===== src/rtl/irig_frame_sequencer.sv =====
// IRIG-B frame sequencer: acquires sync on the P0->Pr double mark, tracks the
// 100-position frame, checks marker placement and publishes BCD time fields.
// Latency: outputs update on the clk edge that samples sym_valid (1 cycle).
// Backpressure: none; one symbol per cycle may arrive back-to-back.
// Ports: clk, rst_n (async active-low); sym_valid/sym_type symbol stream in;
//   locked, frame_valid, sec/min/hour/day/year (BCD), sbs, pos, sync_err,
//   err_cnt out.
// Optional feature: define IRIG_SBS_EN to capture straight binary seconds;
//   otherwise sbs is tied to zero.
module irig_frame_sequencer #(
  parameter int TIMEOUT_CYC = 1500000,
  parameter int LOCK_FRAMES = 2
) (
  input  logic        clk,
  input  logic        rst_n,
  input  logic        sym_valid,
  input  logic [1:0]  sym_type,
  output logic        locked,
  output logic        frame_valid,
  output logic [6:0]  sec,
  output logic [6:0]  min,
  output logic [5:0]  hour,
  output logic [9:0]  day,
  output logic [7:0]  year,
  output logic [16:0] sbs,
  output logic [6:0]  pos,
  output logic        sync_err,
  output logic [7:0]  err_cnt
);

  localparam int TW = $clog2(TIMEOUT_CYC + 1);

  typedef enum logic [1:0] {HUNT, ARM, TRACK} state_t;

  state_t        state_q, state_d;
  logic [6:0]    pos_d;
  logic [6:0]    pos_nxt;
  logic [99:0]   shadow_q;
  logic [TW-1:0] tmr_q;
  logic [3:0]    good_q, good_d, good_inc;
  logic          locked_d;
  logic          is_mark, is_bit, mark_exp, timeout;
  logic          loss, frame_done, store, publish;

  // Bit 0 and the marker slots of the shadow are never read; folding the
  // whole vector keeps the frame image intact as one object.
  logic unused_shadow;
  assign unused_shadow = ^shadow_q;

  assign is_mark  = (sym_type == 2'd2);
  assign is_bit   = ~sym_type[1];
  assign pos_nxt  = (pos == 7'd99) ? 7'd0 : pos + 7'd1;
  // Markers sit at 9,19,...,99 and at the wrap to 0 (Pr).
  assign mark_exp = (pos_nxt == 7'd0) || ((pos_nxt % 7'd10) == 7'd9);
  // A symbol arriving on the expiry cycle wins over the timeout.
  assign timeout  = !sym_valid && (tmr_q == TW'(TIMEOUT_CYC - 1)) && (state_q != HUNT);
  assign good_inc = (good_q < 4'(LOCK_FRAMES)) ? good_q + 4'd1 : good_q;

  always_comb begin
    state_d    = state_q;
    pos_d      = pos;
    loss       = 1'b0;
    frame_done = 1'b0;
    store      = 1'b0;
    case (state_q)
      HUNT: begin
        if (sym_valid && is_mark) state_d = ARM;
      end
      ARM: begin
        if (sym_valid) begin
          if (is_mark) begin
            state_d = TRACK;
            pos_d   = 7'd0;
          end else begin
            state_d = HUNT;
          end
        end else if (timeout) begin
          loss = 1'b1;
        end
      end
      TRACK: begin
        if (sym_valid) begin
          if ((sym_type == 2'd3) || (is_mark != mark_exp)) begin
            loss = 1'b1;
          end else begin
            pos_d      = pos_nxt;
            store      = is_bit;
            frame_done = is_mark && (pos_nxt == 7'd99);
          end
        end else if (timeout) begin
          loss = 1'b1;
        end
      end
      default: state_d = HUNT;
    endcase
    if (loss) state_d = HUNT;

    good_d   = good_q;
    locked_d = locked;
    if (loss) begin
      good_d   = 4'd0;
      locked_d = 1'b0;
    end else if (frame_done) begin
      good_d   = good_inc;
      locked_d = locked || (good_inc == 4'(LOCK_FRAMES));
    end
    publish = frame_done && locked_d;
  end

  always_ff @(posedge clk or negedge rst_n) begin
    if (!rst_n) begin
      state_q     <= HUNT;
      pos         <= 7'd0;
      shadow_q    <= '0;
      tmr_q       <= '0;
      good_q      <= 4'd0;
      locked      <= 1'b0;
      frame_valid <= 1'b0;
      sync_err    <= 1'b0;
      err_cnt     <= 8'd0;
      sec         <= '0;
      min         <= '0;
      hour        <= '0;
      day         <= '0;
      year        <= '0;
    end else begin
      state_q     <= state_d;
      pos         <= pos_d;
      good_q      <= good_d;
      locked      <= locked_d;
      frame_valid <= publish;
      sync_err    <= loss;
      if (sym_valid)
        tmr_q <= '0;
      else if (tmr_q != TW'(TIMEOUT_CYC))
        tmr_q <= tmr_q + TW'(1);
      if (store) shadow_q[pos_nxt] <= sym_type[0];
      if (loss && (err_cnt != 8'hFF)) err_cnt <= err_cnt + 8'd1;
      if (publish) begin
        sec  <= {shadow_q[8:6],   shadow_q[4:1]};
        min  <= {shadow_q[17:15], shadow_q[13:10]};
        hour <= {shadow_q[26:25], shadow_q[23:20]};
        day  <= {shadow_q[41:40], shadow_q[38:35], shadow_q[33:30]};
        year <= {shadow_q[58:55], shadow_q[53:50]};
      end
    end
  end

`ifdef IRIG_SBS_EN
  always_ff @(posedge clk or negedge rst_n) begin
    if (!rst_n)
      sbs <= '0;
    else if (publish)
      sbs <= {shadow_q[97], shadow_q[96:90], shadow_q[88:80]};
  end
`else
  assign sbs = 17'd0;
`endif

endmodule


===== config.mk =====
export PLATFORM = sky130hd
export DESIGN_NAME = irig_frame_sequencer
export DESIGN_NICKNAME = d
export VERILOG_FILES = /design/src/rtl/irig_frame_sequencer.sv
export SDC_FILE = /design/constraint.sdc
export NUM_CORES = 1
export LEC_CHECK = 0
export BUFFER_PORTS_ARGS = -buffer_cell sky130_fd_sc_hd__buf_2
export CORE_UTILIZATION = 50
export CTS_CLUSTER_SIZE = 8
export DETAILED_ROUTE_END_ITERATION = 8
export PLACE_DENSITY = 0.72
export SYNTH_ARGS = -nofsm -noshare
export SYNTH_HDL_FRONTEND = slang
export SYNTH_SLANG_ARGS = --single-unit

===== constraint.sdc =====
create_clock -name clk -period 8.2 [get_ports clk]
set_input_delay 0.41 -clock clk [delete_from_list [all_inputs] [get_ports clk]]
set_output_delay 0.41 -clock clk [all_outputs]
set_load 0.005 [all_outputs]

Yosys cells after proc, flatten, opt, wreduce, memory -nomap -nowiden
Index checks and enable logic that the tools add are counted.

cells by class
  add/subtract/negate cells = 4
  divide/modulo/power cells = 1
  order comparisons = 3
  equal/unequal tests = 19
  muxes and demuxes = 32
  bitwise gates (word level) = 1
  reduce and logical (&&, ||, !) cells = 19

operators by type and width
  cell                                                 count
  bitwise mux 100 bit                                  1
  two-way mux 21 bit                                   2
  two-way mux 7 bit                                    5
  adder 21 x 1 -> 21 bit, second input constant        1
  == test 21 bit, second input constant                1
  inequality test 21 bit, second input constant        1
  == test 7 bit, second input constant                 2
  case mux 7 bit (2 select lines)                      1
  two-way mux 1 bit                                    13
  two-way mux 4 bit                                    3
  inequality test 2 bit, second input constant         5
  adder 8 x 1 -> 8 bit, second input constant          1
  < comparator 7 x 8 -> 1 bit, second input constant   1
  two-way mux 2 bit                                    4
  inequality test 8 bit, second input constant         1
  nonzero test 2 bit                                   4
  adder 7 x 1 -> 7 bit, second input constant          1
  demux 1 bit (select 7 bit)                           1
  == test 7 x 4 -> 1 bit, second input constant        1
  >= comparator 7 x 1 -> 1 bit, second input constant  1
  logical AND 1 bit                                    7
  zero test 7 bit                                      1
  modulo 7 x 4 -> 7 bit, second input constant         1
  == test 2 bit, second input constant                 3
  14 further kinds                                     17

storage, ports and cells
  register bits = 183

Longest topological paths before layout
Gate-level depths: netlist (run 1).

  depth after elaboration = 13
  gate-level depth with buffers = 21

Worst setup path after synthesis (run 1)
No wires, ideal clock.

  path type = register to register
  from = register pos[1]
  to = register day[6]
  setup time = 125 ps
  arrival = 3915 ps
  slack = 4160 ps
  cell stages (with the launch flop) = 21
  path buffers = 5
  period minus slack after synthesis = 4040 ps
  cell sequence = dfrtp_1 -> ha_1 -> buf_6 -> nand2b_1 -> o21ai_1 -> buf_2 -> nor2_1 -> nand2_1 -> o2111ai_1 -> nand2_1 -> ha_1 -> clkbuf_1 -> a21boi_0 -> o32ai_1 -> o311ai_4 -> a31oi_4 -> nand4_1 -> nor2_1 -> buf_2 -> buf_4 -> mux2_2

on the way
  longest elaborated chain between the ends = 13

ends and longest elaborated chain
  item                                                          RTL line  RTL
  start: declaration                                            26        output logic [6:0] pos,
  start signal: assignment                                      128       pos <= pos_d;
  adder 7 x 1 -> 7 bit / == test 7 bit (equally long branches)  52        assign pos_nxt = (pos == 7'd99) ? 7'd0 : pos + 7'd1;
  two-way mux 7 bit *                                           52
  modulo 7 x 4 -> 7 bit                                         54        assign mark_exp = (pos_nxt == 7'd0) || ((pos_nxt % 7'd10) == 7'd9);
  == test 7 x 4 -> 1 bit                                        54
  logical OR 1 bit                                              54
  inequality test 1 bit                                         83        if ((sym_type == 2'd3) || (is_mark != mark_exp)) begin
  logical OR 1 bit                                              83
  two-way mux 1 bit                                             83
  two-way mux 1 bit                                             82        if (sym_valid) begin
  two-way mux 1 bit                                             65        case (state_q)
  two-way mux 1 bit                                             103       end else if (frame_done) begin
  two-way mux 1 bit                                             100       if (loss) begin
  logical AND 1 bit *                                           107       publish = frame_done && locked_d;
  end signal: assignment                                        143       day <= {shadow_q[41:40], shadow_q[38:35], shadow_q[33:30]};
  end: declaration                                              23        output logic [9:0] day,

Mark *: on every way between the ends. The rest lies on a longest branch, timed or not.
A chain may end at the register's enable or synchronous reset.

Worst setup path after layout (run 1)
  from = register pos[0]
  to = register hour[1]

on the way
  longest elaborated chain between the ends = 13

ends and longest elaborated chain
  item                                                          RTL line  RTL
  adder 7 x 1 -> 7 bit / == test 7 bit (equally long branches)  52
  two-way mux 7 bit *                                           52
  modulo 7 x 4 -> 7 bit                                         54
  == test 7 x 4 -> 1 bit                                        54
  logical OR 1 bit                                              54
  inequality test 1 bit                                         83
  logical OR 1 bit                                              83
  two-way mux 1 bit                                             83
  two-way mux 1 bit                                             82
  two-way mux 1 bit                                             65
  two-way mux 1 bit                                             103
  two-way mux 1 bit                                             100
  logical AND 1 bit *                                           107
  end signal: assignment                                        142       hour <= {shadow_q[26:25], shadow_q[23:20]};
  end: declaration                                              22        output logic [5:0] hour,

Marks and branches as above.

==> results of run 1 <==
metrics by stage:
| stage | util, % | power, uW | cell area, um2 |
|---|---|---|---|
| finish | 59.7 | 1650 | 7290 |
| CTS | 59.7 | 1660 | 7290 |
| detailed placement | 54.6 | 881 | 6670 |
| floorplan | - | 811 | 6450 |
| global route | 59.7 | 1720 | 7290 |
| global placement | 54.6 | 876 | 6670 |
worst max-delay path by stage:
stage	startpoint	cells after the start	slack [ps]	endpoint
after floorplan	pos[1]$_DFFE_PN0P_	20	4160	day[6]$_DFFE_PN0P_
after global placement	pos[0]$_DFFE_PN0P_	14	2970	sec[2]$_DFFE_PN0P_
after detailed placement	pos[0]$_DFFE_PN0P_	14	2730	min[2]$_DFFE_PN0P_
after CTS	pos[0]$_DFFE_PN0P_	14	2700	day[7]$_DFFE_PN0P_
after global routing	pos[0]$_DFFE_PN0P_	14	2220	day[7]$_DFFE_PN0P_
final	pos[0]$_DFFE_PN0P_	14	2620	hour[1]$_DFFE_PN0P_
report_power, final:
part	internal [uW]	total [uW]	switching, uW	leakage [uW]
clock	513	779	266	0.000295
combinational	85.8	241	155	0.00149
sequential	614	635	21.4	0.00168
flip-flops by register name, summed over array words and instances (netlist names):
name,cells
good_q,4
sync_err,1
shadow_q,38
min,7
day,10
state_q,2
hour,6
sec,7
pos,7
year,8
err_cnt,8
locked,1
frame_valid,1
tmr_q,21
layout make-up:
type	instances	area, um2	area share (%)
clock buffers	19	443	6.08
multi-input cells	430	3070	42.1
repair buffers	63	325	4.47
inverters	9	33.8	0.464
well taps	168	210	2.89
clock inverters	12	175	2.40
flip-flops and latches	121	3030	41.6
layout by cell type (no fill, tap or decap), types with 5 or more instances in the layout:
cell type    n
nor4_1       8
nor3_1      14
xor2_1      16
a21oi_1      8
dfrtp_1    121
nand4_1     12
nor2_1      51
nand3_1     25
nor2b_1      7
and3_1       8
and2_1       9
a31oi_1      5
buf_2       59
nand2_1     63
xnor2_1     12
clkbuf_16   17
inv_1        8
mux2_2      79
or3_1        5
conb_1      17
ha_1        13
o21ai_0     12
routing by layer:
layer	part of all wire, %	GRT usage [%]
met1	46	31.3
met2	47	35.5
met3	4.1	4.64
met4	2.4	9.18
met5	0	0
kinds of logic after synthesis:
logic type      after synthesis  synth area share, %
xor+xnor                     32                 5.21
other cells                   1               0.0587
compound gates               64                 7.50
mux                          80                 14.1
buf+inv                      59                 5.58
simple gates                224                 17.6
fa+ha+maj                    13                 2.55
flops                       121                 47.4
==> impl_results.md, run 1 <==
- First drt pass iteration count: 5
- Hold buffers post-CTS: 0
- R2r setup slk: 2620 ps
- Tot GR Track Use: 22.8%
- Boundary Pins: 78
- WL/cell: 16.8 um
- Leak pwr: 0.00347 uW
- Status: finished, final reports clean
- Placer Congestion: 0.839
- Gate Count Post-Synth: 594
- Worst-Margin Slew: 1110 ps
- Via count: 4,621
- Final hold vios: 0
- Setup Skew: 7.81 ps
- Critical R2R Launch: pos[0]$_DFFE_PN0P_
- Final worst slack: 2620 ps
- Setup crit end kind: flip-flop
- Grt ovf: 0
- Cell Count, Final, Fillers Out: 822
- H-Tree Depth: 4
- Synth Cell Area: 6390 um2
- Synth Warn #: 0
- Cts bufs inserted: 17
- Fillers: 1,015
- Crit start category: flip-flop
- Relative slew slack: 25.6%
- Ranking of synthesized cells by area: dfrtp_1 47%, mux2_2 14%, nand2_1 3.7%
- Sequential-to-total area share from yosys stat: 47.4%
- Die area: 13,200 um2
- Layout cells sized above 1: 29.5%
- # rows: 40
- Synth area leader: dfrtp_1
- Synth top area share: 47.4%
- Crit-path cells: ha_1 > nand2b_4 > o21ai_1 > o311ai_0 > o2111ai_1 > nand2_1 > ha_1 > a21boi_0 > o32ai_1 > o311ai_4 > a31oi_4 > nand4_1 > nor2_4 > mux2_2
- ANT nets after route: 0
- Setup TNS: 0 ps
- Commonest cells in the netlist: 121 x dfrtp_1, 79 x mux2_2, 63 x nand2_1
- PD cells: 227 nW/um2
- Hold/Removal Path Class: in2async
- R2R Path End: hour[1]$_DFFE_PN0P_
- Worst-path fanout max: 38
- Post-synth top flop: dfrtp_1
- DP Worst Slack: 2730 ps
- Root buffer cell: clkbuf_16
- Via density: 5.62
- Worst path bufs/invs: 0
- Routed Wire Length: 13,800 um
- Layout area overhead: 14.1%
- PostCTS Resize Cnt: 0
- Mean post-synth cell area: 10.8 um2
- # clock sinks: 121
- # DRC: 0
- Period utilization: 68.0%
- Final setup fails: 0
- CTS tree: yes
- Peak VDD IR: 142 uV
- Flops & latches, synth: 121
- Setup Crit Path Kind: reg2reg
- Slew Viols, Final: 0
- Detailed placement HPWL: 9180 um
- Worst reg2reg path depth: 14
- Final Hold Slack: 89.3 ps
- First-pass GRT wire length: 23,000 um
- Distinct cells, synth: 69
- Max Freq: 179 MHz
- Die Span Y: 115 um
- Setup bufs post-CTS: 0
- Port bufs: 60
- Crit-path slowest cell: nor2_4
- Vias in the first global route: 4,497
- Die width: 115 um
- RSZ-0062 raised after global routing: no
- Critical path's top delay family: compound AO/OA/AOI/OAI gates
- Req. time, crit path: 8500 ps
- Number of diodes: 0
- Largest net degree at the start of global routing: 68
- Layout net count: 660
- Initial antenna violation count: 0
- Placed cell count: 791
- Count leader, synth: dfrtp_1
- Core box area: 12,200 um2
- Clock-pin transition on the worst setup and hold timing paths: 60 ps
- Tmin final: 5580 ps
- Post-synth EDFFs: 0
- Initial DRC Count: 403
- Max-cap viol count: 0
- Initial Util: 52.3%
- Worst stage delay on the critical path: 890 ps
- Worst skew pair latency: 420 ps
- Async set-or-reset flop fraction in the synthesized netlist: 100%
- Most frequent CP cell: ha_1
- CP arrival: 5870 ps
- Max clock buf depth: 2
No activity file was read; power rests on OpenSTA's default activity.
==> run 2, diff against run 1 <==
Clock period 8.2 ns to 5.3 ns, I/O delays scaled along.
==> impl_results.md, run 2 (synthesized netlist as in run 1, its figures left out) <==
- Port bufs: 60
- Placed cell count: 798
- Max-cap viol count: 0
- Grt ovf: 0
- Final setup fails: 0
- Worst-path fanout max: 13
- # DRC: 0
- Die width: 115 um
- H-Tree Depth: 4
- Initial DRC Count: 358
- Root buffer cell: clkbuf_16
- Placed cell area: 6730 um2
- Setup TNS: 0 ps
- Design area: 7300 um2
- Layout area overhead: 14.3%
- Crit-path cells: ha_1 > a41oi_1 > nor3_2 > o2111ai_1 > nand2_1 > ha_1 > a311oi_1 > o31a_1 > o21ai_1 > a31oi_4 > nor4_1 > nor2b_1 > nand2_1 > mux2_2
- Fillers: 1,034
- Crit-path slowest cell: ha_1
- Cell Count, Final, Fillers Out: 831
- Worst-Margin Slew: 969 ps
- Layout cells sized above 1: 30.5%
- Via density: 5.57
- WL/cell: 16.3 um
- Initial Util: 52.3%
- Boundary Pins: 78
- Crit start category: flip-flop
- Commonest non-fill, non-tap cell in the layout: dfrtp_1
- Routed Wire Length: 13,600 um
- Period utilization: 89.7%
- Core box area: 12,200 um2
- Most flops, register: shadow_q
- Worst path bufs/invs: 0
- Clock-pin transition on the worst setup and hold timing paths: 60 ps
- Die area: 13,200 um2
- Tmin final: 4750 ps
- RSZ-0062 raised after global routing: no
- Leak pwr: 0.00348 uW
- Setup bufs post-CTS: 0
- Biggest regs: shadow_q (38), tmr_q (21), day (10)
- # rows: 40
- Critical path's top delay family: simple AND/OR/NAND/NOR gates
- Status: finished, final reports clean
- PD cells: 332 nW/um2
- Max Freq: 210 MHz
- Setup crit end kind: flip-flop
- PostCTS Resize Cnt: 0
- Final Hold Slack: 291 ps
- CTS tree: yes
- Largest net degree at the start of global routing: 66
- Slew Viols, Final: 0
- Via count: 4,626
- Storage cell area: 3030 um2
- Max reg flops: 38
- # clock sinks: 121
- Setup Skew: 5.84 ps
- Cts bufs inserted: 17
- Worst skew pair latency: 420 ps
- First-pass GRT wire length: 22,500 um
- Power, Total: 2420 uW
- Detailed placement HPWL: 9330 um
- Hold/Removal Path Class: in2reg
- Worst stage delay on the critical path: 560 ps
- Relative slew slack: 34.9%
- Tot GR Track Use: 22.2%
- Die Span Y: 115 um
- Setup Crit Path Kind: reg2reg
- Initial antenna violation count: 0
- ANT nets after route: 0
- Layout net count: 668
- Most frequent cells in the layout: 121 x dfrtp_1, 79 x mux2_2, 63 x nand2_1
- Peak VDD IR: 234 uV
- Vias in the first global route: 4,437
- Multi-input logic area: 3070 um2
- First drt pass iteration count: 4
- Final hold vios: 0
- Hold buffers post-CTS: 1
- Placer Congestion: 0.875
- Max clock buf depth: 2
- CP arrival: 5060 ps
- Req. time, crit path: 5600 ps
- Number of diodes: 0
-- run 2: cell count changes in the layout (fill, tap and decap cells not counted), moves of 2 or more --
cell / previous run / this run
buf_4: 4 / 10
inv_6: 0 / 5
bufinv_16: 4 / 0
clkinv_2: 3 / 1
-- run 2: cell type report --
class	count	share of cell area, %
Tap cell	168	2.88
Timing Repair Buffer	71	5.49
Clock inverter	14	1.59
Multi-Input combinational cell	430	42.1
Sequential cell	121	41.5
Inverter	9	0.463
Clock buffer	18	6.02
-- run 2: worst paths after layout --
check,cells past startpoint,endpoint,start,slack (ps)
worst max-delay path,14,shadow_q[3]$_DFFE_PN0P_,pos[1]$_DFFE_PN0P_,550
worst min-delay path,2,tmr_q[15]$_DFFE_PN0P_,sym_valid,290
worst max register to register,14,shadow_q[3]$_DFFE_PN0P_,pos[1]$_DFFE_PN0P_,550
worst min register to register,1,err_cnt[6]$_DFFE_PN0P_,err_cnt[6]$_DFFE_PN0P_,490
max in group asynchronous,3,shadow_q[58]$_DFFE_PN0P_,rst_n,3600
min in group asynchronous,2,tmr_q[11]$_DFFE_PN0P_,rst_n,490
-- run 2: where the power goes --
part           switching, uW  internal (uW)  total, uW
clock network            452            620       1070
registers               22.2            949        972
logic                    242            138        380
total                    717           1710       2420
-- run 2: routing by layer --
metal  part of all wire (%)  GRT usage, %  vias up
li1                       -             -     2167
met1                     46          30.5     2324
met2                     48          34.7      115
met3                    4.5          4.53       20
met4                    1.6          8.74        0
met5                      0             0        -
-- run 2: per-stage QoR --
stage          setup slack [ps]  util, %
2_1_floorplan              1260        -
3_3_place_gp                596     55.1
3_5_place_dp                589     55.1
4_1_cts                     567     59.8
5_1_grt                     150     59.8
6_report                    546     59.8
